`src/rtl/adpll_lock_monitor.sv`:
```
// ADPLL lock monitor: windowed alpha-spread / lead-lag toggle qualification with lock FSM.
// Optional statistics (lol_count, alpha_lock) are built when LOCK_MON_STATS_EN is defined.
module adpll_lock_monitor #(
   parameter int unsigned WIN       = 16,
   parameter int unsigned TOL       = 2,
   parameter int unsigned MIN_TOG   = 4,
   parameter int unsigned GOOD_WINS = 2,
   parameter int unsigned ACQ_TO    = 64
) (
   input  logic        clk,
   input  logic        rst_n,
   input  logic        en,
   input  logic        lead_lag,
   input  logic [6:0]  alpha,
   input  logic        clr,
   output logic        locked,
   output logic        lol_pulse,
   output logic        lol_sticky,
   output logic        acq_timeout,
   output logic        alpha_rail,
   output logic [1:0]  state,
   output logic [15:0] lol_count,
   output logic [6:0]  alpha_lock
);

   localparam int unsigned CW = (WIN > 1) ? $clog2(WIN) : 1;
   localparam int unsigned GW = $clog2(GOOD_WINS + 1);
   localparam int unsigned AW = $clog2(ACQ_TO + 1);

   typedef enum logic [1:0] {
      S_IDLE    = 2'd0,
      S_ACQUIRE = 2'd1,
      S_LOCKED  = 2'd2,
      S_LOST    = 2'd3
   } state_t;

   state_t          st_q, st_d;
   logic [CW-1:0]   win_cnt;
   logic [6:0]      amin_q, amax_q, amin_n, amax_n, spread;
   logic [7:0]      tog_q, tog_n;
   logic            all0_q, all127_q, all0_n, all127_n;
   logic            lead_lag_q, tog_hit;
   logic [GW-1:0]   good_q, good_d;
   logic [AW-1:0]   acq_q, acq_d;
   logic            first, last, active, win_end, railed, good;
   logic            lol_ev, to_set;

   // Window statistics including the sample presented this cycle
   always_comb begin
      active   = en && (st_q != S_IDLE);
      first    = (win_cnt == '0);
      last     = (win_cnt == CW'(WIN - 1));
      win_end  = active && last;
      tog_hit  = lead_lag ^ lead_lag_q;
      amin_n   = (first || (alpha < amin_q)) ? alpha : amin_q;
      amax_n   = (first || (alpha > amax_q)) ? alpha : amax_q;
      tog_n    = first ? 8'(tog_hit) :
                 (tog_q == 8'd255) ? tog_q : tog_q + 8'(tog_hit);
      all0_n   = (alpha == 7'd0)   && (first || all0_q);
      all127_n = (alpha == 7'd127) && (first || all127_q);
      spread   = amax_n - amin_n;
      railed   = all0_n || all127_n;
      good     = (32'(spread) <= TOL) && (32'(tog_n) >= MIN_TOG) && !railed;
   end

   // Next-state and event decode
   always_comb begin
      st_d   = st_q;
      good_d = good_q;
      acq_d  = acq_q;
      lol_ev = 1'b0;
      to_set = 1'b0;
      if (!en) begin
         st_d   = S_IDLE;
         good_d = '0;
         acq_d  = '0;
      end else begin
         case (st_q)
            S_IDLE: begin
               st_d   = S_ACQUIRE;
               good_d = '0;
               acq_d  = '0;
            end
            S_ACQUIRE: begin
               if (win_end) begin
                  if (32'(acq_q) < ACQ_TO) acq_d = acq_q + AW'(1);
                  if (32'(acq_q) + 32'd1 == ACQ_TO) to_set = 1'b1;
                  if (!good) begin
                     good_d = '0;
                  end else if (32'(good_q) + 32'd1 >= GOOD_WINS) begin
                     good_d = '0;
                     st_d   = S_LOCKED;
                  end else begin
                     good_d = good_q + GW'(1);
                  end
               end
            end
            S_LOCKED: begin
               if (win_end && !good) begin
                  st_d   = S_LOST;
                  lol_ev = 1'b1;
               end
            end
            default: begin
               if (win_end && good) begin
                  st_d   = S_ACQUIRE;
                  good_d = GW'(1);
                  acq_d  = '0;
               end
            end
         endcase
      end
   end

   always_ff @(posedge clk or negedge rst_n) begin
      if (!rst_n) begin
         st_q        <= S_IDLE;
         win_cnt     <= '0;
         amin_q      <= '0;
         amax_q      <= '0;
         tog_q       <= '0;
         all0_q      <= 1'b0;
         all127_q    <= 1'b0;
         lead_lag_q  <= 1'b0;
         good_q      <= '0;
         acq_q       <= '0;
         locked      <= 1'b0;
         lol_pulse   <= 1'b0;
         lol_sticky  <= 1'b0;
         acq_timeout <= 1'b0;
         alpha_rail  <= 1'b0;
      end else begin
         st_q       <= st_d;
         good_q     <= good_d;
         acq_q      <= acq_d;
         lead_lag_q <= lead_lag;
         if (active) begin
            win_cnt  <= last ? '0 : win_cnt + CW'(1);
            amin_q   <= amin_n;
            amax_q   <= amax_n;
            tog_q    <= tog_n;
            all0_q   <= all0_n;
            all127_q <= all127_n;
         end else begin
            win_cnt <= '0;
            tog_q   <= '0;
         end
         locked    <= (st_d == S_LOCKED);
         lol_pulse <= lol_ev;
         if (lol_ev)      lol_sticky <= 1'b1;
         else if (clr)    lol_sticky <= 1'b0;
         if (to_set)      acq_timeout <= 1'b1;
         else if (clr)    acq_timeout <= 1'b0;
         if (win_end)     alpha_rail <= railed;
      end
   end

   assign state = st_q;

`ifdef LOCK_MON_STATS_EN
   logic [15:0] lol_cnt_q;
   logic [6:0]  alpha_lock_q;

   // Loss-of-lock counter and lock-entry alpha midpoint snapshot
   always_ff @(posedge clk or negedge rst_n) begin
      if (!rst_n) begin
         lol_cnt_q    <= '0;
         alpha_lock_q <= '0;
      end else begin
         if (lol_ev) begin
            if (lol_cnt_q != 16'hffff) lol_cnt_q <= lol_cnt_q + 16'd1;
         end else if (clr) begin
            lol_cnt_q <= '0;
         end
         if (st_d == S_LOCKED && st_q != S_LOCKED)
            alpha_lock_q <= 7'((8'(amin_n) + 8'(amax_n)) >> 1);
      end
   end

   assign lol_count  = lol_cnt_q;
   assign alpha_lock = alpha_lock_q;
`else
   assign lol_count  = '0;
   assign alpha_lock = '0;
`endif

endmodule

```
`config.mk`:
```
export PLATFORM = sky130hd
export DESIGN_NAME = adpll_lock_monitor
export DESIGN_NICKNAME = d
export VERILOG_FILES = /design/src/rtl/adpll_lock_monitor.sv
export SDC_FILE = /design/constraint.sdc
export NUM_CORES = 1
export LEC_CHECK = 0
export BUFFER_PORTS_ARGS = -buffer_cell sky130_fd_sc_hd__clkbuf_2
export CORE_MARGIN = 2
export CORE_UTILIZATION = 30
export DETAILED_ROUTE_END_ITERATION = 8
export GPL_TIMING_DRIVEN = 0
export SLEW_MARGIN = 15
export SYNTH_ARGS = -nofsm -noshare
export SYNTH_HDL_FRONTEND = slang
export SYNTH_SLANG_ARGS = --single-unit
```
`constraint.sdc`:
```
create_clock -name clk -period 11.3 [get_ports clk]
set_clock_uncertainty 0.15 [all_clocks]
set_input_delay 0.565 -clock clk [delete_from_list [all_inputs] [get_ports clk]]
set_output_delay 0.565 -clock clk [all_outputs]
set_load 0.03 [all_outputs]
```
==> flow_summary.yaml, run 1 <==
setup_path:
  crit_arrival_ns: 4.90
  r2r_end: "state[0]$_DFF_PN0_"
  ff2ff_setup_slack_ns: 6.44
  path_cells: "inv_1 > ha_1 > nor3b_2 > or3_1 > o41a_4 > clkbuf_1 > o21ai_0 > fa_1 > xnor2_1 > nand3_1 > nor4_1 > nand4_1 > mux2i_1 > nand3_1 > and3_1"
  start_kind: "register"
  critical_path_peak_fanout: 10
  cp-end-kind: "register"
  cp.required_ns: 11.34
  crit_top_cell: "nand3_1"
  r2r-start: "win_cnt[0]$_DFF_PN0_"
  path_class: "register to register"
  r2r_cells: 15
  worst_path_max_delay_cell: "nor3b_2"
  max_stage_delay_ns: 0.62
outcome:
  outcome: "finished, final reports clean"
placement:
  dpl_cell_area_sq_mm: 0.00359
  post-place-ws_ns: 6.37
  hpwl_um: 5550
  portBuffers: 18
  gp_congestion: 0.831
global_route:
  grt_use_total_pct: 13.4
  antenna_found_initial: 0
  grt_pass1_vias: 2587
  grt_pass1_wl_um: 12500
  grt_overflow: 0
  grt_max_degree: 46
clock_tree:
  clkTransAtPathRegs_ns: 0.08
  clkLatencyLatePin_ns: 0.30
  hold_buffers: 0
  cts.sinks: 45
  clockBufferDepth: 2
  cts_tree: "built"
  cts_root_buffer: "clkbuf_8"
  cts_setup_buffers: 0
  cts_buffers: 5
  htree_levels: 2
  cts.repair.resized: 0
power_and_ir_drop:
  p_leak_nw: 1.74
  powerDensity_mw_per_mm2: 115
  irDropWorstVdd_uv: 48.8
sta:
  maxSlewViolCount: 0
  final.period_utilization_pct: 43.0
  worst_slack_ns: 6.44
  rsz0062_at_grt: "false"
  hold_viol: 0
  hold_ws_ns: 0.163
  slew_headroom_pct: 50.7
  tns_ns: 0
  tightest_slew_ns: 0.737
  setup-violations-final: 0
  fin_crit_ns: 4.86
  fmax_mhz: 206
die:
  dieArea_sq_mm: 0.0117
  die_h_um: 108
  coreArea_sq_mm: 0.0104
  rows: 37
  die_width_um: 108
  start_util_pct: 31.2
  ios: 42
synth:
  ys_top_cells_by_count: "45 x dfrtp_1, 44 x nand2_1, 31 x nor2_1, 28 x a21oi_1, 27 x inv_1"
  ys_seq_area_share_pct: 34.7
  synth_top_area_share_pct: 34.7
  synth_ff_type: "dfrtp_1"
  yosys_register_bits: 45
  synth_cell_types: 54
  synth_area_leader_cell: "dfrtp_1"
  avgSynthCellArea_sq_um: 8.64
  synth.area.top_cells: "dfrtp_1 35%, ha_1 10%, buf_4 5.3%"
  async_flop_share_pct: 100
  synthMostInstantiatedCell: "dfrtp_1"
  synth-edff-count: 0
  yosysWarnings: 0
  netlist_instances: 376
  synth_area_sq_mm: 0.00325
cells_and_area:
  drive_gt1_share_pct: 16.0
  fill_cells: 1111
  syn2layout_area_growth_pct: 14.2
  finalInstanceArea_sq_mm: 0.00371
  antenna_cells: 0
  nNetsFinal: 462
detailed_routing:
  via_count: 2708
  via_per_inst: 4.84
  drtAntennaViolNets: 0
  drtIter0Drc: 139
  avgRoutedWirePerCell_um: 12.7
  first_pass_iters: 4
  routed_wl_um: 7140
  drc: 0
min_path:
  hold_class: "primary input to asynchronous set/reset pin"
flow_run:
  maxCapViolations: 0
worst max-delay path by stage:
stage                                    start                    to  depth (start not counted)
after floorplan                       alpha[2]  acq_q[6]$_DFFE_PN0P_                         14
after global placement                alpha[2]    state[0]$_DFF_PN0_                         15
after detailed placement              alpha[4]    state[0]$_DFF_PN0_                         15
after CTS                 win_cnt[0]$_DFF_PN0_    state[0]$_DFF_PN0_                         15
after global routing      win_cnt[0]$_DFF_PN0_    state[0]$_DFF_PN0_                         15
final                     win_cnt[0]$_DFF_PN0_    state[0]$_DFF_PN0_                         15
flip-flops by register name (all words and copies together), names as in the netlist:
signal	cells
lol_pulse	1
alpha_rail	1
state	2
amin_q	7
lead_lag_q	1
acq_q	7
lol_sticky	1
tog_q	8
good_q	2
win_cnt	4
all127_q	1
acq_timeout	1
amax_q	7
locked	1
all0_q	1
area by class of cell:
type | instances | area (sq um) | area share [%]
repair buffers | 18 | 92.6 | 2.50
clock buffers | 7 | 86.3 | 2.33
multi-input cells | 297 | 1910 | 51.4
plain buffers | 29 | 195 | 5.26
well taps | 136 | 170 | 4.59
flip-flops and latches | 45 | 1130 | 30.4
inverters | 27 | 101 | 2.73
clock inverters | 1 | 30.0 | 0.809
placed cells by master, fill, tap and decap left out, types with 2 or more instances in the layout:
| cell | n |
|---|---|
| a22oi_1 | 4 |
| nand2b_1 | 3 |
| a21o_1 | 2 |
| clkbuf_8 | 6 |
| inv_1 | 27 |
| nor3_1 | 12 |
| nand3b_1 | 2 |
| a32oi_1 | 2 |
| nor3b_1 | 2 |
| conb_1 | 23 |
| o21a_1 | 2 |
| clkbuf_2 | 17 |
| o21ai_0 | 23 |
| a31oi_1 | 5 |
| buf_4 | 23 |
| o31ai_2 | 5 |
| dfrtp_1 | 45 |
| a21oi_1 | 28 |
| or2_2 | 2 |
| nand2_1 | 44 |
| nor2_1 | 31 |
| a211oi_1 | 2 |
| ha_1 | 26 |
| xnor2_1 | 7 |
| or3_1 | 2 |
| mux2i_1 | 3 |
| nand3_1 | 13 |
| mux2_2 | 3 |
| nor4_1 | 2 |
| clkbuf_1 | 7 |
| o21ai_1 | 4 |
| and3_1 | 10 |
| nand4_1 | 8 |
| xor2_1 | 5 |
metrics by stage:
stage / cells / power (W) / util [%]
global placement: 552 / 0.000299 / 34.5
CTS: 560 / 0.000433 / 35.6
detailed placement: 552 / 0.000303 / 34.5
finish: 560 / 0.000427 / 35.6
floorplan: 398 / 0.000274 / -
global route: 560 / 0.000459 / 35.6
report_power, final:
part | leakage, nW | total [W] | switching [W] | internal, W
sequential | 0.597 | 0.000178 | 0.00000634 | 0.000171
clock | 0.0585 | 0.000128 | 0.0000556 | 0.0000722
combinational | 1.09 | 0.000122 | 0.0000752 | 0.0000467
critical path: cells and delay by family, from the launching register on:
kind                       cells  cell delay (ns)
AOI/OAI and AO/OA              2             0.48
and+or+nand+nor                7             2.07
buffers and inverters          2             0.43
xor gates and xnor gates       1             0.16
adders and majority gates      2             0.67
DFF                            1             0.42
muxes                          1             0.36
layer usage:
metal	global-route usage [%]	vias to the layer above	routed length, um
met5	0	-	0
met1	18.1	1251	3380
met2	22.2	68	3350
met3	2.29	6	319
li1	-	1383	-
met4	3.30	0	82
kinds of logic after synthesis:
logic type	after synthesis	share of synthesized area, %
compound gates	88	18.2
xor+xnor	12	3.24
fa+ha+maj	27	10.6
buf+inv	56	9.13
flops	45	34.7
mux	7	2.43
other cells	1	0.115
simple gates	140	21.6
No activity file was read; power rests on OpenSTA's default activity.
==> run 2, diff against run 1 <==
==> constraint.sdc (replaced) <==
create_clock -name clk -period 4.55 [get_ports clk]
set_clock_uncertainty 0.15 [all_clocks]
set_input_delay 0.2275 -clock clk [delete_from_list [all_inputs] [get_ports clk]]
set_output_delay 0.2275 -clock clk [all_outputs]
set_load 0.03 [all_outputs]
==> run 2 against run 1 <==
Sequential power grew 150%. First-iteration DRC count shrank 2.9%. Sequential share of layout area is 0.47 points lower. Global-route usage grew 0.10 points. Fmax up 14%. Total power rose to 2.5 times the previous value. Core utilization rose by 0.56 points. Final area rose by 1.6%. Routed wire length increased by 1.1%. Worst hold slack worse by 0.074 ns. Combinational power grew to 2.6 times the previous value. Largest cell class unchanged. Highest routed layer unchanged.
==> flow_summary.yaml, run 2 (synthesis results as in run 1) <==
outcome:
  outcome: "finished, final reports clean"
power_and_ir_drop:
  switchingPower_w: 0.000347
  sw_frac_of_total_pct: 32.4
  powerDensity_mw_per_mm2: 285
  clkPwrFrac_pct: 29.8
  p_comb_share_pct: 29.0
  p_leak_nw: 1.77
  total_power_w: 0.00107
  p_seq_share_pct: 41.1
  irDropWorstVdd_uv: 122
  internal-power_w: 0.000726
placement:
  portBuffers: 18
  placedCellCount: 552
  gp_congestion: 0.831
  post-place-ws_ns: -0.269
  hpwl_um: 5550
die:
  coreArea_sq_mm: 0.0104
  die_h_um: 108
  die_width_um: 108
  ios: 42
  rows: 37
  dieArea_sq_mm: 0.0117
  start_util_pct: 31.2
sta:
  rsz0062_at_grt: "true"
  worst_slack_ns: 0.290
  tns_ns: 0
  hold_viol: 0
  fin_crit_ns: 4.26
  fmax_mhz: 235
  slew_headroom_pct: 57.0
  final.period_utilization_pct: 93.6
  maxSlewViolCount: 0
  tightest_slew_ns: 0.644
  setup-violations-final: 0
cells_and_area:
  fin_cells: 564
  syn2layout_area_growth_pct: 16.0
  final_cell_mix: "45 x dfrtp_1, 44 x nand2_1, 31 x nor2_1, 27 x inv_1, 27 x a21oi_1"
  final_util_pct: 36.2
  nNetsFinal: 466
  antenna_cells: 0
  largest_reg_flops: 8
  drive_gt1_share_pct: 17.1
  largest_register: "tog_q"
  fill_cells: 1110
  final_common_cell: "dfrtp_1"
min_path:
  hold_class: "primary input to register"
detailed_routing:
  drtAntennaViolNets: 0
  routed_wl_um: 7220
  via_per_inst: 4.85
  via_count: 2737
  first_pass_iters: 4
  drc: 0
  drtIter0Drc: 135
  avgRoutedWirePerCell_um: 12.8
flow_run:
  maxCapViolations: 0
global_route:
  grt_pass1_wl_um: 12600
  grt_overflow: 0
  grt_max_degree: 46
  antenna_found_initial: 0
  grt_use_total_pct: 13.5
  grt_pass1_vias: 2618
clock_tree:
  cts_root_buffer: "clkbuf_8"
  clockBufferDepth: 2
  clkTransAtPathRegs_ns: 0.09
  cts.sinks: 45
  htree_levels: 2
  clkLatencyLatePin_ns: 0.30
  cts_buffers: 5
  cts_tree: "built"
setup_path:
  cp-end-kind: "register"
  crit_arrival_ns: 4.31
  cp.required_ns: 4.60
  critPathBufInv: 2
  critical_path_peak_fanout: 4
  max_stage_delay_ns: 0.41
  start_kind: "register"
  path_cells: "inv_1 > ha_1 > a21o_1 > a31oi_1 > o21ai_0 > nand2_1 > mux2_2 > ha_1 > inv_1 > fa_1 > nand2b_1 > nand3_1 > nor4_2 > nand4_1 > mux2i_2 > nand3_1 > and3_1"
  path_class: "register to register"
  worst_path_max_delay_cell: "fa_1"
  cp_top_family: "simple AND/OR/NAND/NOR gates"
run 2: cell count changes in the layout (fill, tap and decap cells not counted), sizes merged:
cell / delta
buf: +1
dlygate4sd3: +3
run 2: what timing repair did:
action                                 CTS  global route
gates resized for setup                  2             6
setup buffers                            1             0
setup endpoints to repair               12            12
endpoints found under the hold margin   48             0
hold buffers                             3             0
run 2: through the flow:
stage                     hold slack, ns  instance area, sq um
final                             0.0894                  3770
after global routing              0.0892                  3770
after CTS                         0.0843                  3760
after detailed placement           0.178                  3590
after global placement             0.217                  3590
after floorplan                   -0.218                  3330
run 2: area by class of cell:
cell class                      instances  area (sq um)  share of cell area [%]
Multi-Input combinational cell        297          1930                    51.2
Clock inverter                          1          30.0                   0.797
Inverter                               27           101                    2.69
Timing Repair Buffer                   22           130                    3.45
Sequential cell                        45          1130                    29.9
Buffer                                 29           196                    5.21
Clock buffer                            7          86.3                    2.29
Tap cell                              136           170                    4.52
run 2: worst paths after layout:
kind                                       startpoint                 endpoint  slack (ns)  cells after the start
max in group asynchronous                       rst_n    amax_q[0]$_DFFE_PN0P_        3.45                      2
min in group asynchronous                       rst_n  acq_timeout$_DFFE_PN0P_        0.37                      2
worst max-delay path            amin_q[2]$_DFFE_PN0P_       state[0]$_DFF_PN0_        0.29                     17
worst min register to register  amin_q[3]$_DFFE_PN0P_    amin_q[3]$_DFFE_PN0P_        0.34                      2
worst min-delay path                               en       state[1]$_DFF_PN0_        0.09                      3
worst max register to register  amin_q[2]$_DFFE_PN0P_       state[0]$_DFF_PN0_        0.29                     17
run 2: metal layers:
metal | global-route usage (%) | up-vias | part of all wire, %
li1 | - | 1390 | -
met1 | 18.3 | 1280 | 48
met2 | 22.3 | 58 | 46
met3 | 2.29 | 9 | 3.8
met4 | 3.30 | 0 | 1.5
met5 | 0 | - | 0
run 2: worst reg2reg max path, stage by stage (launching register included):
cell and delay [ns]:
dfrtp_1 0.39, inv_1 0.08, ha_1 0.24, a21o_1 0.18, a31oi_1 0.24, o21ai_0 0.20
nand2_1 0.18, mux2_2 0.37, ha_1 0.21, inv_1 0.06, fa_1 0.41, nand2b_1 0.08
nand3_1 0.09, nor4_2 0.40, nand4_1 0.20, mux2i_2 0.29, nand3_1 0.16, and3_1 0.20
run 2: power by group through the flow:
stage	registers, W	logic, W	clock network, W
global route	0.000445	0.000356	0.000347
detailed placement	0.000450	0.000303	0
floorplan	0.000446	0.000235	0
finish	0.000441	0.000312	0.000320
CTS	0.000442	0.000311	0.000330
global placement	0.000448	0.000295	0
